$ cat src/rtl/arb8_rr.sv
// rtl/arb8_rr.sv - 8-way round-robin arbiter with per-requester burst lock driving a downstream 8:1 mux select.
module arb8_rr #(
    parameter int MAX_BURST = 4
) (
    input  logic       clk,
    input  logic       rst,
    input  logic [7:0] req,
    input  logic [7:0] lock,
    input  logic       out_ready,
    output logic       out_valid,
    output logic [2:0] sel,
    output logic [7:0] grant
);

    localparam int BW = (MAX_BURST > 1) ? $clog2(MAX_BURST) : 1;
    localparam logic [BW-1:0] BLAST = BW'(MAX_BURST - 1);

    typedef enum logic {
        IDLE = 1'b0,
        BUSY = 1'b1
    } state_t;

    state_t        state_q, state_d;
    logic [2:0]    ptr_q, ptr_d;
    logic [2:0]    sel_q, sel_d;
    logic [7:0]    grant_q, grant_d;
    logic [BW-1:0] bcnt_q, bcnt_d;

    logic [2:0] rot_ptr;
    logic [3:0] pick_idle;
    logic [3:0] pick_rot;

    // Returns {found, index} of the first set request at or after p, wrapping.
    function automatic logic [3:0] rr_pick(input logic [7:0] r, input logic [2:0] p);
        logic [3:0] res;
        logic [2:0] idx;
        res = 4'b0000;
        for (int k = 7; k >= 0; k--) begin
            idx = p + 3'(k);
            if (r[idx]) begin
                res = {1'b1, idx};
            end
        end
        return res;
    endfunction

    always_comb begin
        state_d   = state_q;
        ptr_d     = ptr_q;
        sel_d     = sel_q;
        bcnt_d    = bcnt_q;
        rot_ptr   = sel_q + 3'd1;
        pick_idle = rr_pick(req, ptr_q);
        pick_rot  = rr_pick(req, rot_ptr);

        case (state_q)
            IDLE: begin
                if (pick_idle[3]) begin
                    state_d = BUSY;
                    sel_d   = pick_idle[2:0];
                    bcnt_d  = '0;
                end
            end
            BUSY: begin
                if (!req[sel_q]) begin
                    state_d = IDLE;
                end else if (out_ready) begin
                    if (lock[sel_q] && (bcnt_q < BLAST)) begin
                        bcnt_d = bcnt_q + BW'(1);
                    end else begin
                        // Rotation puts the just-served requester last in line.
                        ptr_d  = rot_ptr;
                        bcnt_d = '0;
                        if (pick_rot[3]) begin
                            sel_d = pick_rot[2:0];
                        end else begin
                            state_d = IDLE;
                        end
                    end
                end
            end
            default: state_d = IDLE;
        endcase

        grant_d = (state_d == BUSY) ? (8'b1 << sel_d) : 8'h00;
    end

    always_ff @(posedge clk) begin
        if (rst) begin
            state_q <= IDLE;
            ptr_q   <= 3'd0;
            sel_q   <= 3'd0;
            grant_q <= 8'h00;
            bcnt_q  <= '0;
        end else begin
            state_q <= state_d;
            ptr_q   <= ptr_d;
            sel_q   <= sel_d;
            grant_q <= grant_d;
            bcnt_q  <= bcnt_d;
        end
    end

    assign out_valid = (state_q == BUSY);
    assign sel       = sel_q;
    assign grant     = grant_q;

endmodule

$ cat config.mk
export PLATFORM = sky130hd
export DESIGN_NAME = arb8_rr
export DESIGN_NICKNAME = d
export VERILOG_FILES = /design/src/rtl/arb8_rr.sv
export SDC_FILE = /design/constraint.sdc
export NUM_CORES = 1
export LEC_CHECK = 0
export BUFFER_PORTS_ARGS = -buffer_cell sky130_fd_sc_hd__buf_2
export CORE_ASPECT_RATIO = 0.8
export CORE_MARGIN = 2
export CORE_UTILIZATION = 54
export CTS_BUF_LIST = sky130_fd_sc_hd__clkbuf_16
export DETAILED_ROUTE_END_ITERATION = 12
export GPL_TIMING_DRIVEN = 1
export MAX_ROUTING_LAYER = met4
export PLACE_DENSITY = 0.78
export SLEW_MARGIN = 25
export SYNTH_ARGS = -nofsm -noshare
export SYNTH_HDL_FRONTEND = slang
export SYNTH_SLANG_ARGS = --single-unit
$ cat constraint.sdc
create_clock -name clk -period 3.79 [get_ports clk]
set_input_delay 0.5685 -clock clk [delete_from_list [all_inputs] [get_ports clk]]
set_output_delay 0.5685 -clock clk [all_outputs]
set_load 0.01 [all_outputs]
After elaboration in Yosys (flattened, before gate mapping)
Cells that the tools add are included.
{ "word_totals": {"regBits": 17, "word_cells": 119} }
{ "op_classes": {"addsub": 16, "magnitude_cmp": 18, "n_eq_ne": 3, "n_shift": 1, "muxes": 69, "bitwise": 3, "n_reduce_logical": 4} }
{ "op_table": {"columns": ["op", "n"], "rows": [
  ["< comparator 3 x 4 -> 1 bit, second input constant", 17],
  ["two-way mux 4 bit", 16],
  ["binary-select mux 1 bit (select 3 bit)", 18],
  ["adder 3 bit, second input constant", 8],
  ["two-way mux 1 bit", 23],
  ["two-way mux 3 bit", 5],
  ["adder 3 x 2 -> 3 bit, second input constant", 4],
  ["adder 3 x 1 -> 3 bit, second input constant", 3],
  ["two-way mux 2 bit", 4],
  ["<< shifter 1 x 3 -> 8 bit, first input constant", 1],
  ["case mux 3 bit (2 select lines)", 1],
  ["!= test 2 bit, second input constant", 2],
  ["case mux 2 bit (2 select lines)", 1],
  ["AND reduction 4 bit", 1],
  ["inverter 1 bit", 3],
  ["AND reduction 3 bit", 1],
  ["adder 2 x 1 -> 2 bit, second input constant", 1],
  ["< comparator 2 bit, second input constant", 1],
  ["!= test 2 x 1 -> 1 bit, second input constant", 1],
  ["case mux 1 bit (2 select lines)", 1],
  ["OR reduction 2 bit", 1],
  ["logical AND 1 bit", 1]
]} }

Depth between registers and ports, before layout
{ "logic_depth": {"word_depth": 19, "ltp_mapped": 14} }

Worst setup path before layout
Ideal clock, no wire load.
{ "synth_path": {"path_kind": "register to register", "start": "reg sel_q[0] (netlist: sel[0])", "end": "reg grant_q[0] (netlist: grant[0])", "setup_ns": 0.116, "arrival_time_ns": 3.425, "path_slack_ns": 0.250, "stages_incl_launch_ff": 14, "period_less_slack_ns": 3.540, "cell_sequence": "dfxtp_1 -> buf_4 -> buf_2 -> inv_1 -> ha_1 -> buf_2 -> mux4_2 -> mux2i_1 -> nand3_1 -> nor3_2 -> a21o_2 -> a211o_1 -> o311ai_0 -> and3_1"} }
{ "synth_via": {"elab_chain_cells": 19} }
{ "synth_lines": {"columns": ["item", "line_no", "source"], "rows": [
  ["start: declaration", "25", "logic [2:0] sel_q, sel_d;"],
  ["start signal: assignment", "98", "sel_q <= sel_d;"],
  ["adder 3 x 1 -> 3 bit *", "52", "rot_ptr = sel_q + 3'd1;"],
  ["named net rot_ptr[0]", "29", "logic [2:0] rot_ptr;"],
  ["adder 3 bit", "39", "idx = p + 3'(k);"],
  ["binary-select mux 1 bit (select 3 bit)", "40", "if (r[idx]) begin"],
  ["two-way mux 1 bit (implied by the code)", "40", null],
  ["two-way mux 4 bit (7 in a row)", "40", null],
  ["two-way mux 4 bit *", "40", null],
  ["two-way mux 1 bit", "74", "if (pick_rot[3]) begin"],
  ["two-way mux 1 bit", "68", "if (lock[sel_q] && (bcnt_q < BLAST)) begin"],
  ["two-way mux 1 bit", "67", "end else if (out_ready) begin"],
  ["two-way mux 1 bit", "65", "if (!req[sel_q]) begin"],
  ["case mux 1 bit (2 select lines)", "56", "case (state_q)"],
  ["inverter 1 bit (no source line)", null, null],
  ["OR reduction 2 bit (no source line)", null, null],
  ["end signal: assignment", "99", "grant_q <= grant_d;"],
  ["end: declaration", "26", "logic [7:0] grant_q, grant_d;"]
]} }
The timed path passes the listed nets; every way through them passes the cells marked *. The select of a mux whose other input is x is not followed.
A chain may end at the register's enable or synchronous reset.

Final worst setup path
{ "layout_path": {"start": "reg ptr_q[0]", "end": "reg grant_q[5] (netlist: grant[5])"} }
{ "layout_via": {"elab_chain_cells": 15} }
{ "layout_lines": {"columns": ["item", "line_no", "source"], "rows": [
  ["start: declaration", "24", "logic [2:0] ptr_q, ptr_d;"],
  ["start signal: assignment", "97", "ptr_q <= ptr_d;"],
  ["adder 3 bit", "39", null],
  ["binary-select mux 1 bit (select 3 bit)", "40", null],
  ["two-way mux 1 bit (implied by the code)", "40", null],
  ["two-way mux 4 bit (7 in a row)", "40", null],
  ["two-way mux 4 bit *", "40", null],
  ["two-way mux 1 bit", "58", "if (pick_idle[3]) begin"],
  ["case mux 1 bit (2 select lines)", "56", null],
  ["inverter 1 bit (no source line)", null, null],
  ["OR reduction 2 bit (no source line)", null, null]
]} }
Every way passes the cells marked *; elsewhere a longest branch is shown, timed or not. The select of a mux whose other input is x is not followed.

==> impl_results.md <==
* Multi-input gate area at between 1500 and 2000 µm²
* RSZ-0062 raised after global routing: false
* Initial DRC Count at roughly 400
* Dpl cell area at between 2000 and 3000 µm²
* DP Worst Slack at roughly 470 ps
* Average size of a mapped cell at 9.20 µm²
* Die Width at a little under 80 µm
* # hold bufs at CTS at 0
* Hpwl dp at about 4700 µm
* Final-report hold violation count at 0
* Area growth syn-to-layout at 10.5%
* Share of the synthesized area in the top cell type at 0.204
* Initial antenna violation count at 0
* Top post-synthesis cells by area: mux4_2 20%, dfxtp_1 14%, mux2i_1 7.0%
* Reg-to-reg endpoint: grant[5]
* Synth Warn # at 0
* Post-CTS Resized at 0
* Arrival time worst endpoint at approximately 3600 ps
* Drc violations at 0
* Wirelength per Cell at 18.4 µm
* VDD IR max at 327 µV
* Psw at 686 µW
* Share of cells above drive strength 1 at 0.281
* Fillers at ~370
* Seq pwr share at 0.149
* CTS Buffer Depth at 2
* Setup_tns at 0 ps
* Non-filler cells in the finished layout at between 300 and 400
* Crit end category: flop
* Die height at 64 µm
* Final worst path period share at 0.893
* Max-cap violation count at 0
* Power Density at about 550 nW/µm²
* Async SR Flop Fraction at 0
* Net Sw Frac at 0.461
* Hold path cells at 2
* Setup ws final at just over 400 ps
* Hold EP: bcnt_q[1]
* Antenna cells at 0
* Crit path max fanout at 8
* Yosys top cell by area: mux4_2
* GRT Util Overall at 0.265
* Starting density of the core at 0.571
* CP required at 3980 ps
* Leak at roughly 0.0011 µW
* Row Count at 21
* FF+latch area at between 300 and 400 µm²
* Placed Cells at about 340
* Top_reg_cell synth: dfxtp_1
* Outcome: finished, final reports clean
* Count leader, synth: mux4_2
* H-tree Lvls at 1
* Startpoint Class: flop
* # IOs at 31
* Placer congestion estimate at ~1.0
* Min-Delay Path Class: reg2reg
* Global-route wire length before repair at 10600 µm
* Yosys reg bits at 17
* Cell variety after synth at 60
* Vias per Instance at 6.90
* Clock share of power at 0.141
* Internal power at approximately 800 µW
* Seq/Total Area, Yosys at 0.140
* Core Area at between 4000 and 5000 µm²
* Final nets at 310
* CTS tree: yes
* Clk Latency, worst-skew pair at ~240 ps
* Mapped Area at approximately 2400 µm²
* Setup bufs post-CTS at 0
* Min Tclk post-route at 3380 ps
* Synth top cells by count: 22 x mux4_2, 17 x a21oi_1, 17 x dfxtp_1, 17 x mux2i_1, 17 x nor2_1
* Combinational power share at 0.711
* EDFF count, synth at 0
* FF-to-FF Start: ptr_q[0]
* Slew Viols, Final at 0
* Reg2reg path depth at 10
* Port Buffers at 30
* 1st-pass router iterations at 5
* Largest net degree at the start of global routing at 23
* Via count at approximately 2400
* F_max at roughly 300 MHz
* Vias in the first global route at approximately 2100
* Final global-route overflow total at 0
* Syn_nets at 288
* Crit path kind: reg2reg
* Hold Startpoint: bcnt_q[1]
* Total CTS buffers at 3
* Sink Count at 17
* Synthesized netlist cell count at 264
* Reg2reg setup slack at between 400 and 500 ps
* Slew @ Worst Pin at about 830 ps
* Root Buffer Master: clkbuf_16
* Clock skew at 1.68 ps
* Slew HR at 0.443
* Worst-path clk slew at around 50 ps
* Final setup viols at 0
* Final Cell Area at 2690 µm²
* ANT nets after route at 0
* Die area at just over 5000 µm²
* Worst setup path startpoint: ptr_q[0]
* Total wire length at about 6300 µm
## how the worst max path moves through the flow
stage | slack (ps) | end | depth (start not counted)
2_1_floorplan | 250 | grant[0] | 13
3_3_place_gp | 500 | grant[5] | 10
4_1_cts | 440 | grant[5] | 10
3_5_place_dp | 470 | grant[5] | 10
6_report | 410 | grant[5] | 10
5_1_grt | 200 | grant[1] | 10
## flip-flops by register name, indices dropped and copies added (netlist names)
register	count
ptr_q	3
grant	8
sel	3
out_valid	1
bcnt_q	2
## layer usage
metal / up-vias / part of all wire / global-route usage
met3: 10 / 0.11 / 0.0650
met1: 1113 / 0.45 / 0.401
met5: - / 0 / -
met4: 0 / 0.013 / 0.0517
li1: 1086 / - / -
met2: 151 / 0.43 / 0.362
## layout make-up
| type | count | share of cell area |
|---|---|---|
| multi-input cells | 214 | 0.722 |
| flip-flops and latches | 17 | 0.127 |
| repair buffers | 38 | 0.0783 |
| clock buffers | 3 | 0.0280 |
| well taps | 57 | 0.0266 |
| inverters | 12 | 0.0168 |
| clock inverters | 1 | 0.00186 |
## per-stage QoR
stage	hold slack (ps)	power (µW)	util
after global routing	507	1590	0.631
after detailed placement	487	1250	0.612
after floorplan	452	1040	-
after CTS	496	1470	0.631
final	489	1490	0.631
after global placement	476	1250	0.612
## power by group through the flow
| stage | Combinational [µW] | Clock (µW) | Sequential, µW |
|---|---|---|---|
| finish | 1060 | 209 | 221 |
| floorplan | 809 | 0 | 233 |
| global route | 1150 | 217 | 225 |
| detailed placement | 1030 | 0 | 224 |
| CTS | 1040 | 209 | 221 |
| global placement | 1020 | 0 | 224 |
## critical path, stage by stage, from the launching register on
cell and delay, ps:
dfxtp_1 320, inv_1 110, ha_1 510, mux4_2 650
mux2_2 350, nand2_1 80, a311oi_1 100, or4b_1 600
o221a_4 310, a21boi_4 140, and3_1 170
## logic make-up after synthesis
family,count (synthesis),synth area share
xor gates and xnor gates,9,0.0448
and+or+nand+nor,76,0.160
buffers and inverters,33,0.0623
muxes,52,0.350
adders and majority gates,5,0.0257
AOI/OAI and AO/OA,72,0.217
DFF,17,0.140
## layout by cell type (no fill, tap or decap), drive strengths merged, types with 3 or more instances in the layout
| cell type | instances |
|---|---|
| a211oi | 5 |
| a21oi | 17 |
| a221oi | 5 |
| a22oi | 3 |
| a31oi | 4 |
| and2 | 4 |
| and3 | 4 |
| buf | 38 |
| clkbuf | 3 |
| dfxtp | 17 |
| ha | 5 |
| inv | 12 |
| mux2 | 9 |
| mux2i | 19 |
| mux4 | 24 |
| nand2 | 12 |
| nand2b | 3 |
| nand3 | 6 |
| nor2 | 17 |
| nor2b | 3 |
| nor3 | 17 |
| o211ai | 4 |
| o21ai | 8 |
| or3 | 5 |
| xnor2 | 4 |
| xor2 | 3 |
Note: power is estimated with default switching activity, not from simulation.
